[config.mk]
export PLATFORM = sky130hd
export DESIGN_NAME = player_motion_ctrl
export DESIGN_NICKNAME = d
export VERILOG_FILES = /design/src/rtl/game_defs.sv /design/src/rtl/pos_to_cell.sv /design/src/rtl/player_motion_ctrl.sv
export SDC_FILE = /design/constraint.sdc
export NUM_CORES = 1
export LEC_CHECK = 0
export BUFFER_PORTS_ARGS = -buffer_cell sky130_fd_sc_hd__buf_2
export CAP_MARGIN = 20
export CORE_MARGIN = 2
export CORE_UTILIZATION = 55
export CTS_CLUSTER_DIAMETER = 150
export DETAILED_ROUTE_END_ITERATION = 7
export PLACE_DENSITY_LB_ADDON = 0.2
export SYNTH_ARGS = -nofsm -noshare
export SYNTH_HDL_FRONTEND = slang
export SYNTH_SLANG_ARGS = --single-unit
[constraint.sdc]
create_clock -name clock -period 3.95 [get_ports clock]
set_input_delay 0.1975 -clock clock [delete_from_list [all_inputs] [get_ports clock]]
set_output_delay 0.1975 -clock clock [all_outputs]
set_load 0.01 [all_outputs]
[src/rtl/game_defs.sv]
// Shared game definitions: default widths, map cell encoding and player-update FSM states.
// The slide states (StProbeX..StChkY) exist only when WALL_SLIDE_EN is defined.
package game_defs;

    localparam int unsigned DEF_POS_X_W    = 14;
    localparam int unsigned DEF_POS_Y_W    = 13;
    localparam int unsigned DEF_ANGLE_W    = 8;
    localparam int unsigned DEF_DIR_W      = 15;
    localparam int unsigned DEF_CELL_SHIFT = 8;
    localparam int unsigned DEF_GRID_W     = 3;
    localparam int unsigned DEF_TURN_STEP  = 2;
    localparam int unsigned DEF_TICK_DIV   = 1000000;
    localparam int unsigned GRID_EMPTY     = 0;

    typedef enum logic [3:0] {
        StIdle    = 4'd0,
        StCalc    = 4'd1,
        StProbeXy = 4'd2,
        StChkXy   = 4'd3,
`ifdef WALL_SLIDE_EN
        StProbeX  = 4'd4,
        StChkX    = 4'd5,
        StProbeY  = 4'd6,
        StChkY    = 4'd7,
`endif
        StCommit  = 4'd8,
        StDone    = 4'd9
    } motion_state_t;

    typedef enum logic [1:0] {
        MoveNone = 2'd0,
        MoveXy   = 2'd1,
        MoveX    = 2'd2,
        MoveY    = 2'd3
    } move_sel_t;

    // Width at which an unsigned position plus a signed step can never wrap.
    function automatic int unsigned sum_width(input int unsigned pos_w, input int unsigned dir_w);
        return ((pos_w + 1 > dir_w) ? pos_w + 1 : dir_w) + 1;
    endfunction

endpackage

[src/rtl/pos_to_cell.sv]
// Maps the upper bits of a widened position sum to a grid cell index and flags any value
// outside [0, 2^POS_W) (negative sums carry set upper bits, so one OR covers both ends).
module pos_to_cell
    import game_defs::*;
#(
    parameter int unsigned POS_W      = DEF_POS_X_W,
    parameter int unsigned SUM_W      = DEF_POS_X_W + 2,
    parameter int unsigned CELL_SHIFT = DEF_CELL_SHIFT
) (
    input  logic [SUM_W-CELL_SHIFT-1:0] i_pos_hi,
    output logic [POS_W-CELL_SHIFT-1:0] o_cell,
    output logic                        o_oob
);

    assign o_cell = i_pos_hi[POS_W-CELL_SHIFT-1:0];
    assign o_oob  = |i_pos_hi[SUM_W-CELL_SHIFT-1:POS_W-CELL_SHIFT];

endmodule

[src/rtl/player_motion_ctrl.sv]
// Rate-limited player updater: turn + move, map collision probes, optional wall sliding
// (X then Y probe after a blocked full step) enabled by defining WALL_SLIDE_EN.
module player_motion_ctrl
    import game_defs::*;
#(
    parameter int unsigned POS_X_W    = DEF_POS_X_W,
    parameter int unsigned POS_Y_W    = DEF_POS_Y_W,
    parameter int unsigned ANGLE_W    = DEF_ANGLE_W,
    parameter int unsigned DIR_W      = DEF_DIR_W,
    parameter int unsigned CELL_SHIFT = DEF_CELL_SHIFT,
    parameter int unsigned GRID_W     = DEF_GRID_W,
    parameter int unsigned TURN_STEP  = DEF_TURN_STEP,
    parameter int unsigned TICK_DIV   = DEF_TICK_DIV
) (
    input  logic                          clock,
    input  logic                          reset,
    input  logic                          i_start,
    output logic                          o_done,
    input  logic                          i_turn_right,
    input  logic                          i_turn_left,
    input  logic                          i_move_forward,
    input  logic                          i_move_backward,
    input  logic [POS_X_W-1:0]            i_cur_pos_x,
    input  logic [POS_Y_W-1:0]            i_cur_pos_y,
    input  logic [ANGLE_W-1:0]            i_cur_angle,
    input  logic [DIR_W-1:0]              i_dir_x,
    input  logic [DIR_W-1:0]              i_dir_y,
    output logic [POS_X_W-1:0]            o_next_pos_x,
    output logic [POS_Y_W-1:0]            o_next_pos_y,
    output logic [ANGLE_W-1:0]            o_next_angle,
    output logic [POS_X_W-CELL_SHIFT-1:0] o_grid_x,
    output logic [POS_Y_W-CELL_SHIFT-1:0] o_grid_y,
    input  logic [GRID_W-1:0]             i_grid_out
);

    localparam int unsigned SUM_X_W = sum_width(POS_X_W, DIR_W);
    localparam int unsigned SUM_Y_W = sum_width(POS_Y_W, DIR_W);
    localparam int unsigned CNT_W   = (TICK_DIV > 1) ? $clog2(TICK_DIV) : 1;

    motion_state_t                  r_state, w_state_d;
    move_sel_t                      r_sel, w_sel;
    logic [CNT_W-1:0]               r_cnt;
    logic [SUM_X_W-1:0]             r_cand_x, w_cur_x, w_step_x, w_sum_x;
    logic [SUM_Y_W-1:0]             r_cand_y, w_cur_y, w_step_y, w_sum_y;
    logic [ANGLE_W-1:0]             r_cand_angle, w_cand_angle;
    logic                           r_probe_oob;
    logic [POS_X_W-CELL_SHIFT-1:0]  r_grid_x, w_cell_x;
    logic [POS_Y_W-CELL_SHIFT-1:0]  r_grid_y, w_cell_y;
    logic [POS_X_W-1:0]             r_next_x;
    logic [POS_Y_W-1:0]             r_next_y;
    logic [ANGLE_W-1:0]             r_next_angle;
    logic [SUM_X_W-CELL_SHIFT-1:0]  w_probe_x;
    logic [SUM_Y_W-CELL_SHIFT-1:0]  w_probe_y;
    logic                           w_oob_x, w_oob_y, w_move, w_blocked;
    logic                           w_load_cand, w_load_grid, w_commit, w_hold_cur;

    assign w_cur_x  = {{(SUM_X_W-POS_X_W){1'b0}}, i_cur_pos_x};
    assign w_cur_y  = {{(SUM_Y_W-POS_Y_W){1'b0}}, i_cur_pos_y};
    assign w_step_x = {{(SUM_X_W-DIR_W){i_dir_x[DIR_W-1]}}, i_dir_x};
    assign w_step_y = {{(SUM_Y_W-DIR_W){i_dir_y[DIR_W-1]}}, i_dir_y};
    assign w_sum_x  = i_move_forward ? w_cur_x + w_step_x : w_cur_x - w_step_x;
    assign w_sum_y  = i_move_forward ? w_cur_y + w_step_y : w_cur_y - w_step_y;
    assign w_move   = i_move_forward ^ i_move_backward;

    always_comb begin
        w_cand_angle = i_cur_angle;
        if (i_turn_right && !i_turn_left) begin
            w_cand_angle = i_cur_angle + ANGLE_W'(TURN_STEP);
        end else if (i_turn_left && !i_turn_right) begin
            w_cand_angle = i_cur_angle - ANGLE_W'(TURN_STEP);
        end
    end

    // Probe point for the next PROBE state, chosen in the state that precedes it.
    always_comb begin
        w_probe_x = r_cand_x[SUM_X_W-1:CELL_SHIFT];
        w_probe_y = r_cand_y[SUM_Y_W-1:CELL_SHIFT];
        case (r_state)
            StCalc: begin
                w_probe_x = w_sum_x[SUM_X_W-1:CELL_SHIFT];
                w_probe_y = w_sum_y[SUM_Y_W-1:CELL_SHIFT];
            end
`ifdef WALL_SLIDE_EN
            StChkXy: w_probe_y = w_cur_y[SUM_Y_W-1:CELL_SHIFT];
            StChkX:  w_probe_x = w_cur_x[SUM_X_W-1:CELL_SHIFT];
`endif
            default: ;
        endcase
    end

    pos_to_cell #(
        .POS_W      (POS_X_W),
        .SUM_W      (SUM_X_W),
        .CELL_SHIFT (CELL_SHIFT)
    ) u_cell_x (
        .i_pos_hi (w_probe_x),
        .o_cell   (w_cell_x),
        .o_oob    (w_oob_x)
    );

    pos_to_cell #(
        .POS_W      (POS_Y_W),
        .SUM_W      (SUM_Y_W),
        .CELL_SHIFT (CELL_SHIFT)
    ) u_cell_y (
        .i_pos_hi (w_probe_y),
        .o_cell   (w_cell_y),
        .o_oob    (w_oob_y)
    );

    assign w_blocked = (i_grid_out != GRID_W'(GRID_EMPTY)) || r_probe_oob;

    always_comb begin
        w_state_d   = r_state;
        w_sel       = r_sel;
        w_load_cand = 1'b0;
        w_load_grid = 1'b0;
        w_commit    = 1'b0;
        w_hold_cur  = 1'b0;
        case (r_state)
            StIdle: begin
                if (i_start) begin
                    if (r_cnt == '0) begin
                        w_state_d = StCalc;
                    end else begin
                        w_state_d  = StDone;
                        w_hold_cur = 1'b1;
                    end
                end
            end
            StCalc: begin
                w_load_cand = 1'b1;
                w_sel       = MoveNone;
                w_load_grid = w_move;
                w_state_d   = w_move ? StProbeXy : StCommit;
            end
            StProbeXy: w_state_d = StChkXy;
            StChkXy: begin
                if (!w_blocked) begin
                    w_sel     = MoveXy;
                    w_state_d = StCommit;
                end else begin
`ifdef WALL_SLIDE_EN
                    w_load_grid = 1'b1;
                    w_state_d   = StProbeX;
`else
                    w_state_d   = StCommit;
`endif
                end
            end
`ifdef WALL_SLIDE_EN
            StProbeX: w_state_d = StChkX;
            StChkX: begin
                if (!w_blocked) begin
                    w_sel     = MoveX;
                    w_state_d = StCommit;
                end else begin
                    w_load_grid = 1'b1;
                    w_state_d   = StProbeY;
                end
            end
            StProbeY: w_state_d = StChkY;
            StChkY: begin
                if (!w_blocked) begin
                    w_sel = MoveY;
                end
                w_state_d = StCommit;
            end
`endif
            StCommit: begin
                w_commit  = 1'b1;
                w_state_d = StDone;
            end
            StDone:  w_state_d = StIdle;
            default: w_state_d = StIdle;
        endcase
    end

    always_ff @(posedge clock) begin
        if (reset) begin
            r_state      <= StIdle;
            r_sel        <= MoveNone;
            r_cnt        <= '0;
            r_cand_x     <= '0;
            r_cand_y     <= '0;
            r_cand_angle <= '0;
            r_probe_oob  <= 1'b0;
            r_grid_x     <= '0;
            r_grid_y     <= '0;
            r_next_x     <= i_cur_pos_x;
            r_next_y     <= i_cur_pos_y;
            r_next_angle <= i_cur_angle;
        end else begin
            r_state <= w_state_d;
            r_sel   <= w_sel;
            if (w_load_cand) begin
                r_cnt        <= CNT_W'(TICK_DIV - 1);
                r_cand_x     <= w_sum_x;
                r_cand_y     <= w_sum_y;
                r_cand_angle <= w_cand_angle;
            end else if (r_cnt != '0) begin
                r_cnt <= r_cnt - CNT_W'(1);
            end
            if (w_load_grid) begin
                r_grid_x    <= w_cell_x;
                r_grid_y    <= w_cell_y;
                r_probe_oob <= w_oob_x | w_oob_y;
            end
            if (w_hold_cur) begin
                r_next_x     <= i_cur_pos_x;
                r_next_y     <= i_cur_pos_y;
                r_next_angle <= i_cur_angle;
            end else if (w_commit) begin
                r_next_angle <= r_cand_angle;
                r_next_x     <= (r_sel == MoveXy || r_sel == MoveX) ?
                                r_cand_x[POS_X_W-1:0] : i_cur_pos_x;
                r_next_y     <= (r_sel == MoveXy || r_sel == MoveY) ?
                                r_cand_y[POS_Y_W-1:0] : i_cur_pos_y;
            end
        end
    end

    assign o_done       = (r_state == StDone);
    assign o_next_pos_x = r_next_x;
    assign o_next_pos_y = r_next_y;
    assign o_next_angle = r_next_angle;
    assign o_grid_x     = r_grid_x;
    assign o_grid_y     = r_grid_y;

endmodule

==> flow_summary_export.csv, run 1 <==
group,metric,value,unit
outcome,status,"completed",
logic_synthesis,synth_compound_area_share,16.5,%
floorplan,start_util,56.3,%
sta,tightest_slew,0.998,ns
power,p_seq_share,40.7,%
clock_network,hold_buffers,0,
power,p_comb_share,35.0,%
floorplan,die_y,112,um
logic_synthesis,async_flop_share,0,%
route,drc_errors,0,
route,finalWirelength,15.3,mm
sta,hold_viol,0,
logic_synthesis,yosysWarnings,0,
clock_network,postCtsSetupBuffers,0,
route,drtIter0Drc,278,
sta,tns,0,ns
power,p_per_area,499,nW/um^2
power,p_sw,0.00129,W
route,vias_per_cell,5.69,
clock_network,clockRootBuffer,"clkbuf_16",
route,drtAntennaViolNets,0,
setup_path,crit_type,"in2reg",
setup_path,startpoint,"i_dir_y[4]",
setup_path,crit_chain,"buf_2 -> or3_1 -> nor3b_1 -> nor2_1 -> xnor2_1 -> ha_1 -> a2111oi_0 -> o21ai_0 -> a41oi_1 -> o21a_1 -> o31ai_1 -> a221oi_1 -> a311oi_1",
setup_path,crit_slowest_cell,"a2111oi_0",
logic_synthesis,synth-edff-count,35,
setup_path,rr_endpoint,"o_next_pos_x[7]",
clock_network,clock_sinks,107,
setup_path,slowest_delay,0.46,ns
sta,setup_viol,0,
global_route,gr-total-overflow,0,
power,clkPwrFrac,24.3,%
place,placed_area,7120,sq um
cells_and_area,multi_input_area,3730,sq um
setup_path,reg2reg_slack,0.79,ns
clock_network,clk_latency,0.36,ns
cells_and_area,drive_above_1_share,23.1,%
setup_path,worstPathRequired,4.16,ns
floorplan,die_w,112,um
sta,maxSlewViolCount,0,
route,routedWlPerCell,16.1,um
logic_synthesis,synth.distinct_cells,61,
floorplan,core_region_area,11400,sq um
global_route,grt_max_degree,73,
logic_synthesis,yosysSeqAreaShare,38.8,%
setup_path,cp_max_fo,4,
cells_and_area,fill_cells,982,
logic_synthesis,synthesis.nets,809,
hold_path,hold_path_class,"in2reg",
logic_synthesis,synth_fa_ha_area_share,7.05,%
cells_and_area,nNetsFinal,914,
setup_path,cp.arrival,3.50,ns
logic_synthesis,synth_top_family_by_area,"simple AND/OR/NAND/NOR gates",
setup_path,startpoint_type,"primary input",
sta,slew_headroom,33.2,%
job,cap_violations,0,
logic_synthesis,yosys.area_share.xor_xnor,9.67,%
cells_and_area,instances_no_fill,952,
setup_path,r2r_cells,6,
cells_and_area,finish.instance_area,7410,sq um
place,gp_congestion,0.890,
setup_path,regToRegStartpoint,"r_cnt[10]",
logic_synthesis,syn_area,6430,sq um
floorplan,ios,122,
sta,finClkSkew,0.0101,ns
clock_network,cts_made_buffers,9,
sta,fin_crit_sh,83.1,%
place,post-dp-hpwl,11.2,mm
place,port_buffers,121,
floorplan,num_rows,39,
power,irDropWorstVdd,0.574,mV
logic_synthesis,synth_mux_area_share,7.79,%
clock_network,cts_resized,0,
logic_synthesis,ys.flop_type,"dfxtp_1",
logic_synthesis,synth-seq-cells,107,
power,swShare,34.9,%
clock_network,clk_path_buf_depth,2,
power,finalPower,0.00369,W
power,p_int,0.00241,W
cells_and_area,regArea,2490,sq um
logic_synthesis,synthSimpleGateAreaFrac,17.0,%
cells_and_area,syn_to_final_growth,15.2,%
global_route,grt_pass1_vias,5347,
setup_path,critPathCapture,"r_probe_oob",
sta,period_minus_slack,3.28,ns
place,dp.cells,936,
route,dr.pass1.iters,4,
sta,max_freq,305,MHz
global_route,antenna_found_initial,0,
setup_path,cp-end-kind,"register",
clock_network,cts_tree,"yes",
floorplan,dieArea,12600,sq um
clock_network,htree_levels,3,
logic_synthesis,netlist_instances,699,
sta,rsz0062_at_grt,"false",
logic_synthesis,avgSynthCellArea,9.20,sq um
clock_network,clkTransAtPathRegs,0.07,ns
power,cellLeakagePower,3.13,nW
cells_and_area,diodes,0,
global_route,grt_pass1_wl,25.3,mm
global_route,grt_usage,24.8,%
route,routed-via-count,5416,
-- per-stage QoR --
stage | utilization [%] | setup slack, ns | hold slack [ns]
3_5_place_dp | 62.4 | 0.355 | 0.446
6_report | 64.9 | 0.667 | 0.0908
3_3_place_gp | 62.4 | 0.520 | 0.437
4_1_cts | 64.9 | 0.726 | 0.0869
5_1_grt | 64.9 | 0.330 | 0.108
2_1_floorplan | - | 0.667 | 0.333
-- power groups by stage --
| stage | combinational (W) | sequential, W | clock (W) |
|---|---|---|---|
| global route | 0.00145 | 0.00153 | 0.000946 |
| global placement | 0.00124 | 0.00151 | 0 |
| detailed placement | 0.00129 | 0.00152 | 0 |
| finish | 0.00129 | 0.00150 | 0.000897 |
| CTS | 0.00130 | 0.00150 | 0.000913 |
| floorplan | 0.000928 | 0.00153 | 0 |
-- sequential cells by signal (all words and copies together) (netlist names) --
register	cells
o_grid_x	6
o_grid_y	5
o_next_angle	8
o_next_pos_x	14
o_next_pos_y	13
r_cand_angle	8
r_cand_x	15
r_cand_y	13
r_cnt	20
r_probe_oob	1
r_sel	1
r_state	3
-- layout make-up --
class,count,share of cell area (%)
Clock buffer,11,3.14
Inverter,18,0.912
Sequential cell,107,33.7
Tap cell,143,2.42
Timing Repair Buffer,127,8.79
Clock inverter,5,0.710
Multi-Input combinational cell,541,50.4
-- cell usage after synthesis, drive strengths merged (6+ instances only) --
cell type,n,area share (%)
mux2,36,7.5
nand3b,8,0.93
nor2,56,3.3
nor2b,9,0.88
nand3,7,0.54
xor2,39,5.3
a21o,11,1.3
nor3,22,1.8
clkbuf,27,1.6
inv,18,1.1
ha,33,6.4
a211oi,12,1.4
xnor2,32,4.4
o21ai,18,1.4
o211ai,7,0.82
buf,6,0.60
nand2,83,5.0
o31ai,6,0.70
a31oi,7,0.68
edfxtp,35,16
nor4,13,1.4
or3,7,0.84
a21oi,81,6.3
dfxtp,72,22
-- worst max-delay path, delay by kind of cell --
kind	cells	cell delay, ns
AO/OA/AOI/OAI	7	1.88
AND/OR/NAND/NOR	3	0.96
adder cells (fa/ha/maj)	1	0.21
XOR/XNOR	1	0.14
buffers and inverters	1	0.11
-- placed cells by master (no fill, tap or decap), types with 3 or more instances in the layout --
master	Yosys	routed
buf_2	1	121
a21oi_1	81	81
nand2_1	82	81
dfxtp_1	72	72
nor2_1	56	56
xor2_1	39	39
edfxtp_1	35	35
ha_1	33	33
xnor2_1	32	32
nor3_1	21	21
mux2_4	20	20
inv_1	18	18
o21ai_0	18	18
mux2_2	16	16
nor4_1	12	12
a211oi_1	12	12
a21o_1	11	11
nor2b_1	9	9
clkbuf_16	0	9
nand3b_1	8	8
a31oi_1	7	7
nand3_1	7	7
o211ai_1	7	7
o31ai_1	6	6
buf_4	0	6
or3_1	5	5
and2_1	5	5
o21a_1	4	4
nand4_1	4	4
a41oi_1	4	4
nand2b_1	3	3
or4_1	3	3
-- kinds of logic (layout without fill, tap and decap cells) --
| kind of cell | after synthesis | after routing |
|---|---|---|
| AND/OR/NAND/NOR | 227 | 227 |
| buffers and inverters | 51 | 161 |
| multiplexers | 38 | 38 |
| XOR/XNOR | 71 | 71 |
| AO/OA/AOI/OAI | 170 | 170 |
| adder cells (fa/ha/maj) | 35 | 35 |
| flip-flops | 107 | 107 |
-- layer usage --
metal | vias to the layer above | track usage [%] | wire length, um
met4 | 0 | 8.21 | 331
met2 | 118 | 42.9 | 7540
li1 | 2727 | - | -
met1 | 2550 | 30.6 | 6690
met3 | 21 | 5.72 | 743
met5 | - | 0 | 0
-- worst min path at each step --
stage / startpoint / endpoint / depth (start not counted) / slack (ns)
6_report: i_cur_angle[0] / r_cand_angle[0] / 3 / 0.09
5_1_grt: i_cur_angle[0] / r_cand_angle[0] / 3 / 0.11
4_1_cts: i_cur_angle[0] / r_cand_angle[0] / 3 / 0.09
3_5_place_dp: r_cand_x[7] / r_cand_x[7] / 2 / 0.45
3_3_place_gp: r_cand_angle[6] / r_cand_angle[6] / 2 / 0.44
2_1_floorplan: i_cur_angle[0] / r_cand_angle[0] / 2 / 0.33
No activity file was read; power rests on OpenSTA's default activity.
==> run 2: changes to the inputs <==
- CORE_UTILIZATION: 55 -> 51
- clock period: 3.95 -> 2.9 ns (I/O delays scaled with it)
==> run 2 against run 1 <==
Core utilization shrank 0.97 points. Critical endpoint is now o_next_pos_x[5]. First-iteration DRC count grew 29%. Critical path depth shrank 6.
==> flow_summary_export.csv, run 2 (synthesized netlist as in run 1, its figures left out) <==
group,metric,value,unit
global_route,antenna_found_initial,0,
sta,setup_viol,0,
sta,fin_crit_sh,96.9,%
clock_network,postCtsSetupBuffers,0,
floorplan,die_w,116,um
sta,finClkSkew,0.0100,ns
global_route,grt_max_degree,73,
clock_network,clk_path_buf_depth,2,
job,cap_violations,0,
global_route,grt_pass1_vias,5330,
sta,hold_viol,0,
route,drtAntennaViolNets,0,
sta,fin_ws,0.0889,ns
sta,maxSlewViolCount,0,
global_route,grt_pass1_wl,24.8,mm
floorplan,start_util,51.6,%
power,cellLeakagePower,3.44,nW
route,vias_per_cell,5.38,
cells_and_area,final_cell_mix,"buf_2, a21oi_1, nand2_1, dfxtp_1, buf_4",
clock_network,clockRootBuffer,"clkbuf_16",
floorplan,ios,122,
setup_path,worstPathRequired,3.00,ns
clock_network,cts_made_buffers,9,
global_route,grt_usage,23.0,%
cells_and_area,syn_to_final_growth,23.9,%
place,post-dp-hpwl,11.7,mm
clock_network,hold_buffers,0,
clock_network,clkTransAtPathRegs,0.07,ns
route,routedWlPerCell,14.9,um
global_route,gr-total-overflow,0,
clock_network,clock_sinks,107,
sta,tns,0,ns
place,gp_congestion,0.916,
clock_network,clk_latency,0.35,ns
route,dr.pass1.iters,5,
route,routed-via-count,5587,
sta,tightest_slew,0.730,ns
route,drtIter0Drc,359,
cells_and_area,diodes,0,
cells_and_area,drive_above_1_share,28.5,%
place,port_buffers,121,
cells_and_area,largest_reg_flops,20,
floorplan,num_rows,41,
setup_path,cp-end-kind,"register",
outcome,status,"completed",
sta,period_minus_slack,2.81,ns
floorplan,core_region_area,12500,sq um
route,finalWirelength,15.5,mm
clock_network,cts_tree,"yes",
hold_path,hold_path_class,"in2reg",
route,drc_errors,0,
sta,slew_headroom,51.3,%
setup_path,crit_type,"reg2reg",
cells_and_area,layout_commonest_cell,"buf_2",
sta,max_freq,356,MHz
floorplan,dieArea,13500,sq um
cells_and_area,nNetsFinal,971,
clock_network,htree_levels,3,
cells_and_area,largest_register,"r_cnt",
floorplan,die_y,116,um
place,pre_cts_slack,-0.334,ns
setup_path,startpoint_type,"register",
clock_network,cts_resized,0,
power,irDropWorstVdd,0.337,mV
setup_path,cp_max_fo,14,
setup_path,cp.arrival,2.91,ns
power,p_per_area,649,nW/um^2
[run 2: final cells by class]
type / instances / area, sq um
well taps: 172 / 215
inverters: 18 / 67.6
fillers: 1049 / 4500
clock buffers: 13 / 250
multi-input cells: 541 / 3780
clock inverters: 3 / 38.8
repair buffers: 184 / 1120
flip-flops and latches: 107 / 2490
[run 2: final timing paths]
kind                                       from  slack [ns]              end  cells past startpoint
worst min-delay path             i_cur_angle[0]        0.05  r_cand_angle[0]                      3
worst min register to register  r_cand_angle[7]        0.45  r_cand_angle[7]                      2
worst max-delay path                  r_cnt[10]        0.09  o_next_pos_x[5]                      7
worst max register to register        r_cnt[10]        0.09  o_next_pos_x[5]                      7
[run 2: power by group]
group	switching [W]	internal, W
clock	0.000524	0.000690
sequential	0.000180	0.00186
combinational	0.00105	0.000871
total	0.00175	0.00342
[run 2: per-stage QoR]
step	utilization, %	total power [W]	cell area, sq um	cells	hold WS, ns
2_1_floorplan	-	0.00335	6460	699	0.281
3_3_place_gp	61.3	0.00390	7640	1022	0.402
3_5_place_dp	61.3	0.00396	7640	1022	0.421
4_1_cts	63.6	0.00518	7930	1038	0.0525
5_1_grt	63.9	0.00550	7960	1038	0.0664
6_report	63.9	0.00517	7960	1038	0.0529
[run 2: metal layers]
layer | vias up | part of all wire [%] | global-route usage [%]
met3 | 19 | 4.1 | 4.05
met1 | 2591 | 46 | 29.8
met4 | 0 | 1.6 | 6.67
met2 | 135 | 48 | 39.5
met5 | - | 0 | 0
li1 | 2842 | - | -
[run 2: worst max-delay path: stages (launching register included)]
cell and delay [ns]:
dfxtp_1 0.33, or4_4 0.57, or3_4 0.37, or3_4 0.43
a41oi_4 0.28, nand2_4 0.10, buf_12 0.17, mux2_4 0.31
==> run 3: changes to the inputs <==
- CORE_UTILIZATION: 51 -> 50
==> run 3 against run 2 <==
Sequential cell count is the same. Hold slack lost 0.012 ns. Core utilization shrank 0.62 points. Via count grew 0.72%. Critical path depth shrank 1. Global-route usage shrank 0.53 points. Non-clock buffer count shrank 7. First-iteration DRC count shrank 13%. Routed wire length grew 2.1%. Count of clock-buffer cells in the layout shrank 3.
==> flow_summary_export.csv, run 3 (synthesized netlist as in run 1, its figures left out) <==
group,metric,value,unit
outcome,status,"completed",
route,routed-via-count,5627,
sta,slew_headroom,51.2,%
setup_path,cp.arrival,2.92,ns
route,drtAntennaViolNets,0,
setup_path,cp-end-kind,"register",
cells_and_area,largest_register,"r_cnt",
clock_network,clk_path_buf_depth,2,
sta,finClkSkew,0.00868,ns
floorplan,num_rows,41,
clock_network,postCtsSetupBuffers,0,
setup_path,crit_type,"reg2reg",
global_route,grt_usage,22.5,%
sta,max_freq,355,MHz
floorplan,die_y,117,um
sta,period_minus_slack,2.81,ns
power,p_per_area,669,nW/um^2
global_route,grt_pass1_vias,5367,
clock_network,cts_made_buffers,9,
floorplan,die_w,117,um
cells_and_area,fill_cells,1041,
hold_path,hold_path_class,"in2reg",
global_route,grt_max_degree,73,
setup_path,worstPathRequired,3.01,ns
sta,maxSlewViolCount,0,
cells_and_area,finish.instance_area,7950,sq um
clock_network,cts_tree,"yes",
global_route,use_met3,4.52,%
cells_and_area,regArea,2490,sq um
power,finalPower,0.00532,W
cells_and_area,nNetsFinal,964,
place,placed_area,7600,sq um
clock_network,clkTransAtPathRegs,0.07,ns
sta,setup_viol,0,
global_route,use_met1,28.9,%
floorplan,dieArea,13800,sq um
route,drtIter0Drc,311,
power,cellLeakagePower,3.42,nW
clock_network,cts_resized,0,
place,dp.cells,1016,
global_route,met2_usage,38.9,%
place,port_buffers,121,
setup_path,cp_max_fo,11,
cells_and_area,largest_reg_flops,20,
floorplan,ios,122,
global_route,gr-total-overflow,0,
sta,rsz0062_at_grt,"false",
cells_and_area,instances_no_fill,1031,
route,drc_errors,0,
power,irDropWorstVdd,0.381,mV
route,vias_per_cell,5.46,
clock_network,clock_sinks,107,
global_route,gr-max-usage-layer,"met2",
cells_and_area,final_cell_mix,"buf_2, a21oi_1, nand2_1, dfxtp_1, nor2_1",
floorplan,core_region_area,12600,sq um
route,routedWlPerCell,15.3,um
floorplan,start_util,51.1,%
clock_network,clockRootBuffer,"clkbuf_16",
clock_network,htree_levels,3,
job,cap_violations,0,
place,post-dp-hpwl,11.7,mm
cells_and_area,diodes,0,
sta,fin_crit_sh,97.1,%
setup_path,startpoint_type,"register",
cells_and_area,syn_to_final_growth,23.7,%
clock_network,clk_latency,0.35,ns
route,dr.pass1.iters,5,
sta,tightest_slew,0.732,ns
global_route,antenna_found_initial,0,
sta,hold_viol,0,
cells_and_area,multi_input_area,3780,sq um
cells_and_area,drive_above_1_share,28.5,%
place,gp_congestion,0.881,
route,finalWirelength,15.8,mm
cells_and_area,layout_commonest_cell,"buf_2",
clock_network,hold_buffers,0,
global_route,grt_pass1_wl,25.5,mm
==> run 3: per-stage QoR <==
| step | TNS [ns] | setup WS [ns] | hold WS, ns | utilization (%) |
|---|---|---|---|---|
| finish | 0 | 0.0853 | 0.0407 | 63.3 |
| global route | 0 | 0.0199 | 0.0509 | 63.3 |
| CTS | 0 | 0.0496 | 0.0314 | 63.1 |
| detailed placement | -1.40 | -0.308 | 0.410 | 60.4 |
| global placement | -0.384 | -0.170 | 0.404 | 60.4 |
| floorplan | 0 | 0.000846 | 0.281 | - |
==> run 3: critical path, cell delays in order (launching register included) <==
cell and delay, ns:
dfxtp_1 0.34, or4_4 0.57, or3_4 0.37, or3_4 0.42, a41oi_2 0.26, buf_4 0.25
mux2_2 0.35
==> run 3: power breakdown <==
| part | internal, W | leakage, nW | switching [W] |
|---|---|---|---|
| logic | 0.000854 | 2.31 | 0.00104 |
| registers | 0.00186 | 0.945 | 0.000187 |
| clock network | 0.000839 | 0.164 | 0.000541 |
| total | 0.00355 | 3.42 | 0.00177 |
==> run 3: final timing paths <==
check	cells past startpoint	from	to	slack [ns]
worst max-delay path	6	r_cnt[10]	o_next_angle[5]	0.09
worst min-delay path	3	i_cur_angle[0]	r_cand_angle[0]	0.04
worst max register to register	6	r_cnt[10]	o_next_angle[5]	0.09
worst min register to register	2	r_cand_angle[4]	r_cand_angle[4]	0.46
==> run 3: layer usage <==
metal  vias to the layer above  part of all wire [%]
met5                         -                     0
met1                      2620                    46
met3                        13                   4.8
met2                       165                    48
li1                       2829                     -
met4                         0                   1.2
==> run 3: cell type report <==
cell class                      count  share of cell area, %
Inverter                           18                  0.850
Clock inverter                      6                   1.31
Tap cell                          172                   2.71
Timing Repair Buffer              177                   13.4
Sequential cell                   107                   31.3
Clock buffer                       10                   2.88
Multi-Input combinational cell    541                   47.5
